File: config.mk
export PLATFORM = sky130hd
export DESIGN_NAME = led_pattern_gen_flat
export DESIGN_NICKNAME = d
export VERILOG_FILES = /design/src/rtl/led_pattern_gen_if.sv /design/src/rtl/led_pattern_gen.sv /design/src/flat_wrapper.sv
export SDC_FILE = /design/constraint.sdc
export NUM_CORES = 1
export LEC_CHECK = 0
export BUFFER_PORTS_ARGS = -buffer_cell sky130_fd_sc_hd__buf_4
export CORE_ASPECT_RATIO = 0.5
export CORE_MARGIN = 8
export CORE_UTILIZATION = 45
export CTS_BUF_LIST = sky130_fd_sc_hd__clkbuf_16
export CTS_CLUSTER_SIZE = 14
export DETAILED_ROUTE_END_ITERATION = 16
export GPL_TIMING_DRIVEN = 0
export PLACE_DENSITY = 0.64
export RECOVER_POWER = 25
export SETUP_SLACK_MARGIN = 0.1
export SYNTH_ARGS = -nofsm -noshare
export SYNTH_HDL_FRONTEND = slang
export SYNTH_SLANG_ARGS = --single-unit
export TNS_END_PERCENT = 30
File: constraint.sdc
create_clock -name i_clock -period 2.94 [get_ports i_clock]
set_input_delay 0.441 -clock i_clock [delete_from_list [all_inputs] [get_ports i_clock]]
set_output_delay 0.441 -clock i_clock [all_outputs]
set_load 0.005 [all_outputs]
File: src/rtl/led_pattern_gen_if.sv
// ============================================================================
// Module   : led_pattern_gen_if
// Purpose  : Control/status bundle between the board logic and led_pattern_gen.
//            Carries i_dim_level only when LED_DIM_EN is defined.
// Revision : 1.0 - initial release
// ============================================================================
`default_nettype none

interface led_pattern_gen_if #(
  parameter int NUM_CH = 4
);
  logic                  i_enable;
  logic [2*NUM_CH-1:0]   i_rate_sel;
  logic [2*NUM_CH-1:0]   i_mode;
`ifdef LED_DIM_EN
  logic [3:0]            i_dim_level;
`endif
  logic [NUM_CH-1:0]     o_led_drive;
  logic [NUM_CH-1:0]     o_burst_done;

`ifdef LED_DIM_EN
  modport master (
    output i_enable, i_rate_sel, i_mode, i_dim_level,
    input  o_led_drive, o_burst_done
  );
  modport slave (
    input  i_enable, i_rate_sel, i_mode, i_dim_level,
    output o_led_drive, o_burst_done
  );
`else
  modport master (
    output i_enable, i_rate_sel, i_mode,
    input  o_led_drive, o_burst_done
  );
  modport slave (
    input  i_enable, i_rate_sel, i_mode,
    output o_led_drive, o_burst_done
  );
`endif
endinterface

`default_nettype wire

File: src/rtl/led_pattern_gen.sv
// ============================================================================
// Module   : led_pattern_gen
// Purpose  : NUM_CH independent LED channels, each OFF / ON / BLINK / BURST at
//            one of four half-period rates. Optional macro LED_DIM_EN adds a
//            shared 4-bit PWM dimmer (i_dim_level).
// Revision : 1.0 - initial release
// ============================================================================
`default_nettype none

module led_pattern_gen #(
  parameter int NUM_CH     = 4,
  parameter int CNT_W      = 16,
  parameter int P_HALF_0   = 125,
  parameter int P_HALF_1   = 250,
  parameter int P_HALF_2   = 1250,
  parameter int P_HALF_3   = 12500,
  parameter int BURST_LEN  = 3,
  parameter int GAP_HALVES = 4
) (
  input  wire logic        i_clock,
  input  wire logic        i_reset,
  led_pattern_gen_if.slave bus
);

  localparam logic [1:0] C_MODE_OFF   = 2'b00;
  localparam logic [1:0] C_MODE_ON    = 2'b01;
  localparam logic [1:0] C_MODE_BLINK = 2'b10;
  localparam logic [1:0] C_MODE_BURST = 2'b11;

  // Counters hold H-1, so H = 2^CNT_W still fits in CNT_W bits.
  localparam logic [CNT_W-1:0] C_HM1_0 = CNT_W'(P_HALF_0 - 1);
  localparam logic [CNT_W-1:0] C_HM1_1 = CNT_W'(P_HALF_1 - 1);
  localparam logic [CNT_W-1:0] C_HM1_2 = CNT_W'(P_HALF_2 - 1);
  localparam logic [CNT_W-1:0] C_HM1_3 = CNT_W'(P_HALF_3 - 1);

  localparam logic [3:0] C_PCNT_LAST = 4'(BURST_LEN - 1);
  localparam logic [3:0] C_GCNT_LAST = 4'(GAP_HALVES - 1);

  typedef enum logic [1:0] {
    B_ON  = 2'd0,
    B_OFF = 2'd1,
    B_GAP = 2'd2
  } burst_state_t;

  logic [NUM_CH-1:0] w_led_q;
  logic [NUM_CH-1:0] w_done;
  logic [NUM_CH-1:0] w_led_lvl;

  for (genvar c = 0; c < NUM_CH; c++) begin : g_ch
    logic [1:0]       w_mode;
    logic [1:0]       w_rate;
    logic [CNT_W-1:0] w_hm1;
    logic             w_restart;
    logic             w_rate_chg;
    logic             w_tick;

    logic [CNT_W-1:0] r_cnt,       w_cnt_nxt;
    logic             r_phase,     w_phase_nxt;
    burst_state_t     r_bst,       w_bst_nxt;
    logic [3:0]       r_pcnt,      w_pcnt_nxt;
    logic [3:0]       r_gcnt,      w_gcnt_nxt;
    logic             r_led_q,     w_led_nxt;
    logic             r_done,      w_done_nxt;
    logic [1:0]       r_prev_mode;
    logic [1:0]       r_prev_rate;

    assign w_mode = bus.i_mode[2*c +: 2];
    assign w_rate = bus.i_rate_sel[2*c +: 2];

    always_comb begin
      w_hm1 = C_HM1_0;
      case (w_rate)
        2'b01:   w_hm1 = C_HM1_1;
        2'b10:   w_hm1 = C_HM1_2;
        2'b11:   w_hm1 = C_HM1_3;
        default: w_hm1 = C_HM1_0;
      endcase
    end

    // A mode change outranks a simultaneous rate change.
    assign w_restart  = (w_mode != r_prev_mode);
    assign w_rate_chg = !w_restart && (w_rate != r_prev_rate);
    assign w_tick     = !w_restart && !w_rate_chg &&
                        (w_mode != C_MODE_OFF) && (r_cnt == w_hm1);

    always_comb begin
      w_cnt_nxt   = r_cnt + CNT_W'(1);
      w_phase_nxt = r_phase;
      w_bst_nxt   = r_bst;
      w_pcnt_nxt  = r_pcnt;
      w_gcnt_nxt  = r_gcnt;
      w_done_nxt  = 1'b0;
      w_led_nxt   = 1'b0;

      if (w_restart || w_rate_chg || w_tick || (w_mode == C_MODE_OFF))
        w_cnt_nxt = '0;

      if (w_restart) begin
        w_phase_nxt = 1'b1;
        w_bst_nxt   = B_ON;
        w_pcnt_nxt  = '0;
        w_gcnt_nxt  = '0;
      end else if (w_tick) begin
        w_phase_nxt = ~r_phase;
        if (w_mode == C_MODE_BURST) begin
          case (r_bst)
            B_ON: w_bst_nxt = B_OFF;
            B_OFF: begin
              if (r_pcnt == C_PCNT_LAST) begin
                w_bst_nxt  = B_GAP;
                w_gcnt_nxt = '0;
                w_done_nxt = 1'b1;
              end else begin
                w_pcnt_nxt = r_pcnt + 4'd1;
                w_bst_nxt  = B_ON;
              end
            end
            B_GAP: begin
              if (r_gcnt == C_GCNT_LAST) begin
                w_bst_nxt  = B_ON;
                w_pcnt_nxt = '0;
                w_gcnt_nxt = '0;
              end else begin
                w_gcnt_nxt = r_gcnt + 4'd1;
              end
            end
            default: w_bst_nxt = B_ON;
          endcase
        end
      end

      case (w_mode)
        C_MODE_ON:    w_led_nxt = 1'b1;
        C_MODE_BLINK: w_led_nxt = w_phase_nxt;
        C_MODE_BURST: w_led_nxt = (w_bst_nxt == B_ON);
        default:      w_led_nxt = 1'b0;
      endcase
    end

    always_ff @(posedge i_clock) begin
      if (i_reset) begin
        r_cnt       <= '0;
        r_phase     <= 1'b0;
        r_bst       <= B_ON;
        r_pcnt      <= '0;
        r_gcnt      <= '0;
        r_led_q     <= 1'b0;
        r_done      <= 1'b0;
        r_prev_mode <= 2'b00;
        r_prev_rate <= 2'b00;
      end else begin
        r_cnt       <= w_cnt_nxt;
        r_phase     <= w_phase_nxt;
        r_bst       <= w_bst_nxt;
        r_pcnt      <= w_pcnt_nxt;
        r_gcnt      <= w_gcnt_nxt;
        r_led_q     <= w_led_nxt;
        r_done      <= w_done_nxt;
        r_prev_mode <= w_mode;
        r_prev_rate <= w_rate;
      end
    end

    assign w_led_q[c] = r_led_q;
    assign w_done[c]  = r_done;
  end

`ifdef LED_DIM_EN
  logic [3:0] r_pwm_cnt;
  logic       w_dim_ok;

  always_ff @(posedge i_clock) begin
    if (i_reset)
      r_pwm_cnt <= 4'd0;
    else
      r_pwm_cnt <= r_pwm_cnt + 4'd1;
  end

  // Level 15 bypasses the compare so it reaches a true 100% duty.
  assign w_dim_ok  = (r_pwm_cnt < bus.i_dim_level) || (bus.i_dim_level == 4'hF);
  assign w_led_lvl = w_led_q & {NUM_CH{w_dim_ok}};
`else
  assign w_led_lvl = w_led_q;
`endif

  assign bus.o_led_drive  = w_led_lvl & {NUM_CH{bus.i_enable}};
  assign bus.o_burst_done = w_done;

endmodule

`default_nettype wire

File: src/flat_wrapper.sv
// flat-port wrapper written by rule: the top's interface ports become plain ports
module led_pattern_gen_flat 
#(
  parameter int NUM_CH     = 4,
  parameter int CNT_W      = 16,
  parameter int P_HALF_0   = 125,
  parameter int P_HALF_1   = 250,
  parameter int P_HALF_2   = 1250,
  parameter int P_HALF_3   = 12500,
  parameter int BURST_LEN  = 3,
  parameter int GAP_HALVES = 4
)
  (i_clock, i_reset, bus_i_enable, bus_i_rate_sel, bus_i_mode, bus_o_led_drive, bus_o_burst_done);
  led_pattern_gen_if #(.NUM_CH(NUM_CH)) bus_i ();
  input  wire logic i_clock;
  input  wire logic i_reset;
  input wire logic [$bits(bus_i.i_enable)-1:0] bus_i_enable;
  input wire logic [$bits(bus_i.i_rate_sel)-1:0] bus_i_rate_sel;
  input wire logic [$bits(bus_i.i_mode)-1:0] bus_i_mode;
  output wire logic [$bits(bus_i.o_led_drive)-1:0] bus_o_led_drive;
  output wire logic [$bits(bus_i.o_burst_done)-1:0] bus_o_burst_done;
  assign bus_i.i_enable = bus_i_enable;
  assign bus_i.i_rate_sel = bus_i_rate_sel;
  assign bus_i.i_mode = bus_i_mode;
  assign bus_o_led_drive = bus_i.o_led_drive;
  assign bus_o_burst_done = bus_i.o_burst_done;
  led_pattern_gen #(.NUM_CH(NUM_CH), .CNT_W(CNT_W), .P_HALF_0(P_HALF_0), .P_HALF_1(P_HALF_1), .P_HALF_2(P_HALF_2), .P_HALF_3(P_HALF_3), .BURST_LEN(BURST_LEN), .GAP_HALVES(GAP_HALVES)) u_core (.i_clock(i_clock), .i_reset(i_reset), .bus(bus_i));
endmodule
==> results of run 1 <==
## cell usage after synthesis (all sizes together) (4+ instances only)
library cell / instances / area share [%]
a21oi: 47 / 3.4
a31oi: 8 / 0.73
and2: 7 / 0.64
and3: 16 / 1.5
buf: 8 / 0.75
clkbuf: 22 / 1.2
dfxtp: 132 / 39
ha: 32 / 5.9
inv: 33 / 1.8
mux2i: 6 / 0.88
nand2: 50 / 2.7
nand2b: 9 / 0.82
nand3: 50 / 3.7
nand3b: 4 / 0.44
nand4: 20 / 2.1
nor2: 126 / 6.9
nor2b: 22 / 2.0
nor3: 18 / 1.3
nor4: 4 / 0.59
nor4b: 5 / 0.64
nor4bb: 4 / 0.59
o211ai: 6 / 0.66
o21ai: 42 / 3.1
or2: 7 / 0.64
or3: 21 / 1.9
or4: 7 / 0.77
or4b: 8 / 1.2
xnor2: 39 / 5.0
xor2: 34 / 4.4
## power by group
part           internal [uW]  total [uW]  switching (uW)  leakage [uW]
combinational           65.0         164            98.9       0.00127
clock                   1310        2070             763      0.000286
sequential              1810        1820            11.5       0.00107
total                   3180        4060             873       0.00263
## how the worst max path moves through the flow
| stage | endpoint | slack [ps] | depth (start not counted) |
|---|---|---|---|
| 4_1_cts | u_core.g_ch[3].r_pcnt[2] | 70 | 7 |
| 5_1_grt | u_core.g_ch[1].r_pcnt[2] | 60 | 8 |
| 3_3_place_gp | u_core.g_ch[1].r_pcnt[2] | -50 | 10 |
| 3_5_place_dp | u_core.g_ch[3].r_pcnt[2] | -110 | 8 |
| 2_1_floorplan | u_core.g_ch[0].r_pcnt[2] | 250 | 9 |
| 6_report | u_core.g_ch[0].r_pcnt[2] | 220 | 7 |
## stage by stage
step	setup slack (ps)	std cells	area, um^2	total power [uW]	util (%)
2_1_floorplan	252.8	824	6833	1964	-
6_report	216.7	1080	7853	4058	53.56
5_1_grt	64.86	1080	7853	4206	53.56
3_5_place_dp	-112.8	1044	7246	2027	49.42
3_3_place_gp	-54.98	1044	7246	2025	49.42
4_1_cts	69.91	1076	7820	4107	53.34
## critical path: stages, from the launching register on
cell and delay [ps]:
dfxtp_1 420, or3b_1 420, a2111oi_4 420, nand4_2 260, or2_1 310, buf_2 160, or4b_1 500, a21oi_1 160
## final cells by class
type	instances	area, um^2
Buffer	30	135.1
Clock buffer	17	425.4
Clock inverter	15	147.6
Fill cell	1397	6809
Inverter	33	123.9
Multi-Input combinational cell	629	3939
Sequential cell	132	2643
Tap cell	198	247.7
Timing Repair Buffer	26	191.4
## metal layers
| metal | wire [um] | share of wire, % | global-route usage (%) |
|---|---|---|---|
| met1 | 6936 | 50 | 18.71 |
| met2 | 6299 | 45 | 25.37 |
| met3 | 409 | 3.0 | 3.072 |
| met4 | 200 | 1.4 | 5.273 |
| met5 | 0 | 0 | 0 |
## layout by cell type (no fill, tap or decap), types with 16 or more instances in the layout
cell | synthesis | routed
and3_1 | 16 | 16
clkbuf_16 | 0 | 17
o21ai_0 | 41 | 41
nor2b_1 | 22 | 22
nand4_1 | 18 | 18
clkbuf_1 | 22 | 23
xor2_1 | 34 | 34
or3_1 | 21 | 21
inv_1 | 33 | 35
nor2_1 | 126 | 126
xnor2_1 | 39 | 39
a21oi_1 | 47 | 47
dfxtp_1 | 132 | 132
buf_4 | 5 | 25
nor3_1 | 18 | 18
ha_1 | 32 | 32
nand2_1 | 50 | 50
nand3_1 | 50 | 50
## sequential cells by signal, indices dropped and copies added, names as in the netlist
signal                   cells
u_core.g_ch.r_pcnt          16
u_core.g_ch.r_led_q          4
u_core.g_ch.r_bst            8
u_core.g_ch.r_gcnt          16
u_core.g_ch.r_done           4
u_core.g_ch.r_phase          4
u_core.g_ch.r_cnt           64
u_core.g_ch.r_prev_mode      8
u_core.g_ch.r_prev_rate      8
## kinds of logic (layout without fill, tap and decap cells)
kind of cell | after synthesis | after routing | synth area share, %
and+or+nand+nor | 394 | 394 | 30.64
DFF | 132 | 132 | 38.67
AOI/OAI and AO/OA | 123 | 123 | 10.66
xor gates and xnor gates | 73 | 73 | 9.357
buffers and inverters | 63 | 121 | 3.772
adders and majority gates | 32 | 32 | 5.860
muxes | 7 | 7 | 1.044
## timing repair
action,4_1_cts,5_1_grt
resized for setup,1,3
pin swaps,0,2
endpoints found under the setup margin,13,27
buffers inserted,0,4
==> results_dict.tcl, run 1 <==
set metrics [dict create \
    outcome "complete, no violations" \
    die_w_um 190.3 \
    reg2regPathDepth 7 \
    whs_ps 284.6 \
    grt_setup_unrepaired "true" \
    portBuffers 22 \
    crit_arrival_ps 3060 \
    start_util_pct 46.60 \
    ys_seq_area_share_pct 38.67 \
    setup-violations-final 0 \
    crit_type "register to register" \
    r2r_slack_ps 220 \
    hold_path_class "input port to register" \
    clk_pin_slew_ps 60 \
    max_freq_ghz 0.3672 \
    cts_root_buffer "clkbuf_16" \
    cp-start-kind "register" \
    whs_endpoint "u_core.g_ch[0].r_led_q" \
    die_height_um 103.1 \
    p_leak_uw 0.002630 \
    crit_fanout 8 \
    wl_per_cell_um 12.82 \
    n_antenna_cell 0 \
    route.detailed.drc 0 \
    synthArstFlopShare_pct 0 \
    cts_tree "done" \
    die_area_um2 19620 \
    num-nets-final 920 \
    crit_path_start "u_core.g_ch[0].r_cnt[7]" \
    viasPerCell 5.246 \
    clock_path_buffers 2 \
    synth_cells 824 \
    timing.rr.end "u_core.g_ch[0].r_pcnt[2]" \
    finalCriticalPeriod_ps 2723 \
    end_kind "register" \
    grt.total_usage_pct 14.91 \
    grt_max_degree 17 \
    grt_pass1_vias 5378 \
    synth_seq_cells 132 \
    slew_viol_final 0 \
    hold_viol_final 0 \
    grt_pass1_wl_mm 24.58 \
    syn_to_final_growth_pct 14.92 \
    dr.pass1.iters 5 \
    core_region_area_um2 14660 \
    maxSlewHeadroom_pct 51.79 \
    setup_tns_ps 0 \
    post-route-period-util_pct 92.63 \
    crit_required_ps 3280 \
    tightest_slew_ps 715.6 \
    yosys_warnings 0 \
    htreeDepth 4 \
    cts_buffers 17 \
    clk_latency_ps 410 \
    gp_congestion 0.7864 \
    p_per_area_nw_per_um2 516.8 \
    peakVddDrop_uv 455.2 \
    maxCapViolCount 0 \
    ys.flop_type "dfxtp_1" \
    avgSynthCellArea_um2 8.292 \
    postCtsHoldBufs 0 \
    synth_cell_types 64 \
    row_count 31 \
    synth_area_um2 6833 \
    grt_overflow 0 \
    worstHoldStart "bus_i_mode[0]" \
    dpl.hpwl_mm 9.913 \
    r2r_start "u_core.g_ch[0].r_cnt[7]" \
    drtAntennaViolNets 0 \
    num_io_pins 27 \
    cts.sinks 132 \
    drive_gt1_share_pct 8.390 \
    syn-num-nets 875 \
    synth-edff-count 0 \
    via_count 5666 \
    wl_mm 13.85 \
    drt_iter0_drc 325 \
    min_delay_path_depth 2 \
    antenna_found_initial 0 \
    clock_skew_ps 11.52 \
]
Note: power is estimated with default switching activity, not from simulation.
==> inputs of run 2 (changes only) <==
Settings changed: CORE_UTILIZATION 45 to 62, PLACE_DENSITY 0.64 to 0.83.
==> run 2 against run 1 <==
Die area decreased by 24%. Cell count decreased by 5.2%. Count of clock-buffer cells in the layout unchanged. Highest routed layer unchanged.
==> results_dict.tcl, run 2 (same netlist as run 1, synthesis figures left out) <==
set metrics [dict create \
    outcome "complete, no violations" \
    grt_overflow 0 \
    cts_root_buffer "clkbuf_16" \
    tightest_slew_ps 631.3 \
    regMostFlops "u_core.g_ch.r_cnt" \
    setup-violations-final 0 \
    wl_per_cell_um 13.74 \
    dr.pass1.iters 5 \
    antenna_found_initial 0 \
    grt_max_degree 17 \
    p_per_area_nw_per_um2 534.9 \
    peakVddDrop_uv 345.4 \
    die_height_um 90.23 \
    via_count 5822 \
    post_dp_cell_area_um2 7179 \
    maxSlewHeadroom_pct 57.47 \
    reg2regPathDepth 8 \
    hold_viol_final 0 \
    finalPower_uw 4167 \
    die_w_um 164.5 \
    min_delay_path_depth 2 \
    p_clk_share_pct 52.3 \
    finalCriticalPeriod_ps 2733 \
    wl_met3_um 652 \
    cp_slowest_stage_delay_ps 540 \
    grt_pass1_vias 5509 \
    worst_path_max_delay_cell "or4b_1" \
    cp_num_buf_inv 1 \
    switching_share_pct 22.79 \
    maxCapViolCount 0 \
    top_layer "met4" \
    switchingPower_uw 949.8 \
    intPower_uw 3217 \
    portBuffers 22 \
    cts_buffers 17 \
    drt-met1-wl_mm 6.484 \
    crit_chain "or4b_1 > o21ai_0 > o2111ai_1 > nor4_4 > buf_4 > nand4_4 > or4b_1 > a21oi_1" \
    hold_path_class "input port to register" \
    clock_path_buffers 2 \
    num-nets-final 917 \
    cts.sinks 132 \
    wl_mm 14.07 \
    clk_pin_slew_ps 60 \
    grt_setup_unrepaired "true" \
    start_util_pct 62.81 \
    layout_commonest_cell "dfxtp_1" \
    syn_to_final_growth_pct 14.03 \
    crit_arrival_ps 3080 \
    core_region_area_um2 10880 \
    post-route-period-util_pct 92.95 \
    top_regs "u_core.g_ch.r_cnt (64), u_core.g_ch.r_gcnt (16), u_core.g_ch.r_pcnt (16)" \
    dpl.hpwl_mm 9.853 \
    grt.total_usage_pct 19.20 \
    largest_reg_flops 64 \
    p_leak_uw 0.002615 \
    gp_congestion 0.8106 \
    wl_met2_mm 6.764 \
    num_io_pins 27 \
    grt_pass1_wl_mm 24.12 \
    crit_required_ps 3290 \
    crit_type "register to register" \
    cp-start-kind "register" \
    cp_num_cells 8 \
    pwr-share-comb_pct 4.0 \
    critPathMostFrequentCell "or4b_1" \
    n_antenna_cell 0 \
    cp_top_family "simple AND/OR/NAND/NOR gates" \
    final_area_um2 7791 \
    end_kind "register" \
    drive_gt1_share_pct 8.532 \
    viasPerCell 5.686 \
    clock_skew_ps 9.231 \
    die_area_um2 14840 \
    crit_fanout 8 \
    drt_iter0_drc 282 \
    final_cell_mix "132 x dfxtp_1, 126 x nor2_1, 50 x nand2_1, 50 x nand3_1, 47 x a21oi_1" \
    max_freq_ghz 0.3659 \
    drtAntennaViolNets 0 \
    seqPwrFrac_pct 43.8 \
    route.detailed.drc 0 \
    slew_viol_final 0 \
    cts_tree "done" \
    clk_latency_ps 410 \
    row_count 27 \
    htreeDepth 4 \
]
run 2: cell type report:
type | instances | area, um^2
clock buffers | 17 | 425.4
fillers | 834 | 3087
clock inverters | 15 | 182.7
repair buffers | 23 | 161.4
inverters | 33 | 123.9
well taps | 145 | 181.4
flip-flops and latches | 132 | 2643
multi-input cells | 629 | 3939
plain buffers | 30 | 135.1
run 2: path summary, 6_finish.rpt:
kind	start	to	slack [ps]
max	u_core.g_ch[3].r_cnt[0]	u_core.g_ch[3].r_pcnt[2]	210
min	bus_i_mode[0]	u_core.g_ch[0].r_led_q	270
max reg2reg	u_core.g_ch[3].r_cnt[0]	u_core.g_ch[3].r_pcnt[2]	210
min reg2reg	u_core.g_ch[1].r_cnt[0]	u_core.g_ch[1].r_cnt[0]	470
run 2: layer usage:
metal  track usage (%)  vias to the layer above
li1                  -                     2955
met1             23.59                     2730
met2             32.15                      120
met3             4.914                       17
met4             6.408                        0
met5                 0                        -
run 2: through the flow:
step	TNS, ps	util (%)	setup WS [ps]	hold WS [ps]	std cells
floorplan	0	-	252.8	437.8	824
finish	0	71.62	207.2	273.9	1024
global placement	-7.342	66.00	-7.342	454.2	991
CTS	0	71.60	106.6	256.3	1023
global route	0	71.62	31.34	265.4	1024
detailed placement	-206.3	66.00	-72.99	458.8	991
run 2: power groups by stage:
stage | registers [uW] | clock network, uW | logic, uW
2_1_floorplan | 1860 | 0 | 104
3_3_place_gp | 1860 | 0 | 158
3_5_place_dp | 1860 | 0 | 162
4_1_cts | 1820 | 2200 | 165
5_1_grt | 1820 | 2290 | 181
6_report | 1820 | 2180 | 165
run 2: repair_timing:
action                                  in CTS  in global routing
hold buffers                                 0                  0
pin swaps                                    0                  1
hold endpoints to repair                     0                  0
gates cloned                                 0                  0
setup buffers                                0                  1
endpoints found under the setup margin      10                 22
gates resized for setup                      1                  3
